## src/rtl/decoder_lut.sv

```systemverilog
// Registered N-to-2^N active-low decoder with a serially reloadable truth table.
// Optional saturating hit counter is built only when DECODER_LUT_HITCNT_EN is defined.
module decoder_lut #(
   parameter int N = 3,
   parameter logic [(1<<N)-1:0] INIT = 8'hD8
) (
   input  logic                clk,
   input  logic                rst,
   input  logic                E1_n,
   input  logic                E2_n,
   input  logic                E3,
   input  logic                in_valid,
   input  logic [N-1:0]        in_sel,
   output logic                out_valid,
   output logic [(1<<N)-1:0]   y_n,
   output logic                L,
   output logic                out_en,
   input  logic                cfg_start,
   input  logic                cfg_valid,
   input  logic                cfg_bit,
   output logic                cfg_busy,
   output logic                cfg_done,
   output logic [15:0]         hit_cnt
);

   localparam int W = 1 << N;
   localparam logic [N:0] LAST_IDX = (N+1)'(W - 1);

   typedef enum logic {IDLE, LOAD} cfg_state_t;

   cfg_state_t        state, state_next;
   logic [N:0]        idx, idx_next;
   logic [W-1:0]      shadow, shadow_next;
   logic [W-1:0]      table_q;
   logic              commit;
   logic              en;

   assign en       = E3 & ~E2_n & ~E1_n;
   assign cfg_busy = (state == LOAD);

   always_ff @(posedge clk) begin
      if (rst) begin
         state    <= IDLE;
         idx      <= '0;
         shadow   <= '0;
         table_q  <= INIT;
         cfg_done <= 1'b0;
      end else begin
         state    <= state_next;
         idx      <= idx_next;
         shadow   <= shadow_next;
         cfg_done <= commit;
         if (commit) begin
            table_q <= shadow_next;
         end
      end
   end

   // A restart wins over a beat in the same cycle; the final beat is folded into the commit.
   always_comb begin
      state_next  = state;
      idx_next    = idx;
      shadow_next = shadow;
      commit      = 1'b0;
      case (state)
         IDLE: begin
            if (cfg_start) begin
               state_next  = LOAD;
               idx_next    = '0;
               shadow_next = '0;
            end
         end
         LOAD: begin
            if (cfg_start) begin
               idx_next    = '0;
               shadow_next = '0;
            end else if (cfg_valid) begin
               shadow_next[idx[N-1:0]] = cfg_bit;
               idx_next                = idx + 1'b1;
               if (idx == LAST_IDX) begin
                  commit     = 1'b1;
                  state_next = IDLE;
               end
            end
         end
         default: state_next = IDLE;
      endcase
   end

   always_ff @(posedge clk) begin
      if (rst) begin
         out_valid <= 1'b0;
         y_n       <= '1;
         L         <= 1'b0;
         out_en    <= 1'b0;
      end else begin
         out_valid <= in_valid;
         if (in_valid) begin
            if (en) begin
               y_n    <= ~(W'(1) << in_sel);
               L      <= table_q[in_sel];
               out_en <= 1'b1;
            end else begin
               y_n    <= '1;
               L      <= 1'b0;
               out_en <= 1'b0;
            end
         end
      end
   end

`ifdef DECODER_LUT_HITCNT_EN
   // Counts registered results, so it trails the visible L=1 output by one cycle.
   always_ff @(posedge clk) begin
      if (rst) begin
         hit_cnt <= 16'h0;
      end else if (out_valid && out_en && L && (hit_cnt != 16'hFFFF)) begin
         hit_cnt <= hit_cnt + 16'h1;
      end
   end
`else
   assign hit_cnt = 16'h0;
`endif

endmodule

```

## config.mk

```make
export PLATFORM = sky130hd
export DESIGN_NAME = decoder_lut
export DESIGN_NICKNAME = d
export VERILOG_FILES = /design/src/rtl/decoder_lut.sv
export SDC_FILE = /design/constraint.sdc
export NUM_CORES = 1
export LEC_CHECK = 0
export ABC_AREA = 0
export BUFFER_PORTS_ARGS = -buffer_cell sky130_fd_sc_hd__buf_2
export CAP_MARGIN = 20
export CORE_UTILIZATION = 55
export CTS_BUF_LIST = sky130_fd_sc_hd__clkbuf_8
export CTS_CLUSTER_SIZE = 12
export DETAILED_ROUTE_END_ITERATION = 8
export HOLD_SLACK_MARGIN = 0.06
export PLACE_DENSITY = 0.88
export SLEW_MARGIN = 40
export SYNTH_ARGS = -nofsm -noshare
export SYNTH_HDL_FRONTEND = slang
export SYNTH_SLANG_ARGS = --single-unit
```

## constraint.sdc

```tcl
create_clock -name clk -period 3.4 [get_ports clk]
set_clock_uncertainty 0.1 [all_clocks]
set_input_delay 0.51 -clock clk [delete_from_list [all_inputs] [get_ports clk]]
set_output_delay 0.51 -clock clk [all_outputs]
set_load 0.03 [all_outputs]
```

# == Yosys cells after proc, flatten, opt, wreduce, memory -nomap -nowiden ==
# Index checks and enable logic that the tools add are counted.
# word_totals
out_inout_bits,29
elab_cells,50
reg_bits,33
# classes
bitwise_logic,6
reduce_logical,2
n_shift,1
order_cmp,3
n_mux,25
eq_ne,3
addsub,1
# op_table
operator,n
$mux W8,4
$pmux W8 S2,1
$mux W1,12
$mux W4,3
$bwmux W8,1
$lt A3 B4 Y1 const B,2
$not A8 Y8,1
$pmux W4 S2,1
$shl A1 B3 Y8 const A,1
$add A4 B1 Y4 const B,1
$eq A4 B3 Y1 const B,1
$bmux W1 S3,1
$demux W1 S3,1
$ge A3 B1 Y1 const B,1
$ne A3 B3 Y1 const B,1
$not A1 Y1,3
$and A1 B1 Y1,2
$ne A2 B2 Y1 const B,1
$pmux W1 S2,1
$reduce_and A2 Y1,1
$logic_and A1 B1 Y1,1

# == Depth between registers and ports, before layout ==
# logic_depth
depth_word,8
mapped_depth,5

# == Worst setup path before layout ==
# No wires, ideal clock.
# synth_timing
path_type,reg2reg
from,register state (netlist: cfg_busy)
to,register table_q[4]
t_required_ps,3181
path_stages_with_launch,6
arrival_time_ps,1669
slack_ps,1512
synth_period_minus_slack_ps,1888
setup_ps,119
path_buffers,1
path_cell_list,dfxtp_1 > nand3_2 > or4b_1 > buf_2 > nor3_1 > o21bai_1
# synth_between
elab_chain_len,2
# synth_lines
element,line,rtl
"start, declared",31,"cfg_state_t state, state_next;"
"start signal, assigned",49,state <= state_next;
$not A1 Y1,n/a,
$pmux W8 S2,65,case (state)
"end signal, assigned",54,table_q <= shadow_next;
"end, declared",34,logic [W-1:0] table_q;
# Several ways; a longest one is shown, not always the timed one.
# A chain may end at the register's enable or synchronous reset.

# == Final worst setup path ==
# layout_timing
from,register state (netlist: cfg_busy)
to,register table_q[6]
# Same word-level chain as after synthesis.

==> run summary <==
The flow ran to the end, and the final reports show no timing, DRC or antenna violations. In the final layout, the multi-input gates occupy 700.7 um2. The buffer type at the clock tree root is sky130_fd_sc_hd__clkbuf_8. The total congestion overflow was 0; the number of distinct standard cells referenced by the synthesized netlist was 37. After detailed routing, the average wire length per cell comes to 13.57 um. The per-instance average area after synthesis was 8.987 um2. The count of unresolved DRC violations after routing was 0; the post-cts repair resize count was 0.

Class of the worst hold path: flop to flop. The run gives 0 as the number of warnings printed during yosys synthesis. Clock latency on the worst-skew pair, taken at its later pin, is 280 ps.

The die is 53.77 um wide. In this run, the number of DRC markers left after iteration 0 of detailed routing was 22. The destination of the worst register-to-register timing path is table_q[6]$_SDFFE_PP1P_. Summing all non-filler instances in the final layout gives an area of 1639 um2.

Critical path's slowest cell: sky130_fd_sc_hd__or4b_1. On the worst path, the slowest cell contributes a delay of 650 ps. The tools report the type of element launching the critical path as a flop.

The post-detailed-route via-to-cell ratio works out to 5.427. The first-pass iteration count of the detailed router was 4. The max-cap violation count was 0. The global-route usage over all layers came out at 0.2439. The detailed router placed 1,194 vias in this run.

The post-route clock period utilization is 0.5396, and the final net count is 202. The HPWL after detailed placement was 2162 um; the area overhead of the layout relative to synthesis was 11.21%. The count of nets left with antenna violations once routing finished came out at 0.

The top-level I/O count was 41. The clock transition time at the flip-flop clock pins of the worst setup and hold paths is 70 ps. Traced cell by cell, the critical path runs through nand3_2 -> or4b_1 -> nor3_2 -> o21bai_1. In the post-route analysis, the smallest setup slack over all paths is 1565 ps. The number of antenna violations at the first check in global routing came out at 0. The die outline area came out at 2891 um2. The highest ir drop seen on vdd was 0.4553 mV.

End of the worst hold path: table_q[0]$_SDFFE_PP0P_. The largest driver fanout on the critical path was 8; the internal reg-to-reg setup slack was 1570 ps. For the total CTS buffers, the log shows 5. The highest clock rate is 0.5450 GHz, and the number of cells traversed by the worst register-to-register path is 4.

For the total count of max-transition violations in the final report, the log shows 0. The kind of capture point of the worst setup path is a flop. The first global-routing pass estimated 4802 um of wire. For the weighted congestion at the end of routability-driven global placement, the log shows 0.8343. TritonCTS built the clock tree. The number of setup buffers added after CTS is 0. The post-synthesis instance total was 164. The final-report hold violation count came out at 0.

For the post-synthesis sequential area ratio, the log shows 0.4482. Counting flops with a built-in enable in the synthesized netlist gives 0. The tools report the effective utilization at floorplan as 0.5896. The standby leakage power was 0.6430 nW. Data on the critical path is required at its endpoint by 3470 ps. The share of async-settable or async-resettable flops after synthesis is 0, and the diode insertion count for antenna repair is 0. Counting along the longest clock path gives a buffer depth of 2. The predominant post-synthesis flop cell was sky130_fd_sc_hd__dfxtp_1. In this run, synthesis produced a sequential element count of 33. Setup violations remaining at the end of the flow were counted as 0. STA puts the critical path data arrival time at 1910 ps. The run gives 2 as the number of H-tree branching levels.

The placed instances occupy a cell area of 1538 um2. After floorplanning, the core was sized to cover 2500 um2. After floorplanning, the core was divided into 18 placement rows.

Fraction of final layout cells sized beyond drive strength 1: 0.2158. Startpoint of the lowest-slack hold path: shadow[0]$_SDFF_PP0_. In this run the cell area of the synthesized design comes to 1474 um2. For this design, the CTS-stage hold fixing added 0 buffers. The worst setup slack after placement was 1424 ps.

The final period demand of the worst path is 1835 ps, and the register area is 660.6 um2. The areal power density over the cells was 475.7 nW/um2. The worst setup path is of the flop to flop kind. The run gives 1,050 as the via count of the first global-routing pass.

The post-route setup TNS came out at 0 ps. Setup repair after global routing left no endpoint under its margin. The tree built by TritonCTS fans out to 33 sinks.

Maximum number of pins on one net before global-route repair: 23. Counting instances, the worst hold path has a depth of 2. The count of input and output buffers is 24. Startpoint of the worst-slack reg-to-reg timing path: cfg_busy$_SDFF_PP0_. The total detailed-routing wirelength was 2986 um; the layout filler cell count was 206. The y dimension of the die came out at 53.77 um.
## power by group
part / switching (W) / internal (W) / leakage [nW]
logic: 0.0000486 / 0.0000158 / 0.322
registers: 0.00000337 / 0.000390 / 0.267
clock network: 0.000140 / 0.000183 / 0.0542
total: 0.000192 / 0.000588 / 0.643
## logic make-up after synthesis
group / count (synthesis) / synth area share
other: 1 / 0.002544
adder cells (fa/ha/maj): 1 / 0.008488
XOR/XNOR: 3 / 0.01783
buffers and inverters: 24 / 0.1146
multiplexers: 5 / 0.05093
AO/OA/AOI/OAI: 28 / 0.1231
flip-flops: 33 / 0.4482
AND/OR/NAND/NOR: 69 / 0.2343
## synth_stat cells, types with 2 or more instances
cell type / number / area [um2]
sky130_fd_sc_hd__o32ai_1: 2 / 17.52
sky130_fd_sc_hd__nor2_1: 25 / 93.84
sky130_fd_sc_hd__dfxtp_1: 33 / 660.6
sky130_fd_sc_hd__mux4_2: 2 / 45.04
sky130_fd_sc_hd__o22ai_1: 6 / 37.54
sky130_fd_sc_hd__nand2b_1: 14 / 87.58
sky130_fd_sc_hd__o21bai_1: 3 / 22.52
sky130_fd_sc_hd__nand2_1: 14 / 52.55
sky130_fd_sc_hd__nand3_1: 3 / 15.01
sky130_fd_sc_hd__buf_4: 16 / 120.1
sky130_fd_sc_hd__a21oi_1: 8 / 40.04
sky130_fd_sc_hd__xor2_1: 2 / 17.52
sky130_fd_sc_hd__o21ai_0: 3 / 15.01
sky130_fd_sc_hd__mux2i_1: 3 / 30.03
sky130_fd_sc_hd__clkbuf_1: 4 / 15.01
sky130_fd_sc_hd__nor3_1: 5 / 25.02
## per-stage QoR
step                      std cells  utilization  total power [W]  hold WS, ps
after floorplan                 179            -        0.0004653        325.4
after global placement          212       0.6151        0.0004638        342.4
after detailed placement        212       0.6151        0.0004655        356.2
after CTS                       220       0.6557        0.0007820        361.6
after global routing            220       0.6557        0.0008145        383.2
final                           220       0.6557        0.0007797        361.1
## state kept, by name, indices dropped and copies added (netlist names)
| signal | count |
|---|---|
| cfg_busy | 1 |
| idx | 4 |
| L | 1 |
| cfg_done | 1 |
| y_n | 8 |
| shadow | 8 |
| out_valid | 1 |
| table_q | 8 |
| out_en | 1 |
## final cells by class
cell class / count / area share
Multi-Input combinational cell: 122 / 0.4275
Sequential cell: 33 / 0.4031
Timing Repair Buffer: 26 / 0.08244
Clock buffer: 7 / 0.05878
Tap cell: 30 / 0.02290
Clock inverter: 1 / 0.003053
Inverter: 1 / 0.002290
## worst max-delay path, delay by kind of cell, from the launching register on
family           cells  cell delay [ps]
AND/OR/NAND/NOR      3             1070
flip-flops           1              470
AO/OA/AOI/OAI        1              100
## layout by cell type, fill, tap and decap left out, types with 5 or more instances in the layout
| master | netlist | final |
|---|---|---|
| sky130_fd_sc_hd__nand2_1 | 14 | 14 |
| sky130_fd_sc_hd__nand2b_1 | 14 | 14 |
| sky130_fd_sc_hd__buf_2 | 1 | 24 |
| sky130_fd_sc_hd__clkbuf_8 | 1 | 7 |
| sky130_fd_sc_hd__nor2_1 | 25 | 25 |
| sky130_fd_sc_hd__a21oi_1 | 8 | 8 |
| sky130_fd_sc_hd__dfxtp_1 | 33 | 33 |
| sky130_fd_sc_hd__conb_1 | 1 | 16 |
| sky130_fd_sc_hd__o22ai_1 | 6 | 6 |
| sky130_fd_sc_hd__nor3_1 | 5 | 5 |
## routing by layer
layer	up-vias	global-route usage	share of wire
met3	11	0.07062	0.060
met5	-	0	0
met4	0	0.1096	0.021
li1	577	-	-
met2	57	0.4115	0.51
met1	549	0.2827	0.41
## how the worst max path moves through the flow
| stage | startpoint | endpoint | slack, ps |
|---|---|---|---|
| finish | cfg_busy$_SDFF_PP0_ | table_q[6]$_SDFFE_PP1P_ | 1570 |
| global route | idx[0]$_SDFFE_PP0P_ | table_q[6]$_SDFFE_PP1P_ | 1460 |
| CTS | cfg_busy$_SDFF_PP0_ | table_q[4]$_SDFFE_PP1P_ | 1590 |
| detailed placement | cfg_valid | table_q[4]$_SDFFE_PP1P_ | 1420 |
| global placement | cfg_valid | table_q[4]$_SDFFE_PP1P_ | 1450 |
| floorplan | cfg_busy$_SDFF_PP0_ | table_q[4]$_SDFFE_PP1P_ | 1510 |
Note: power is estimated with default switching activity, not from simulation.
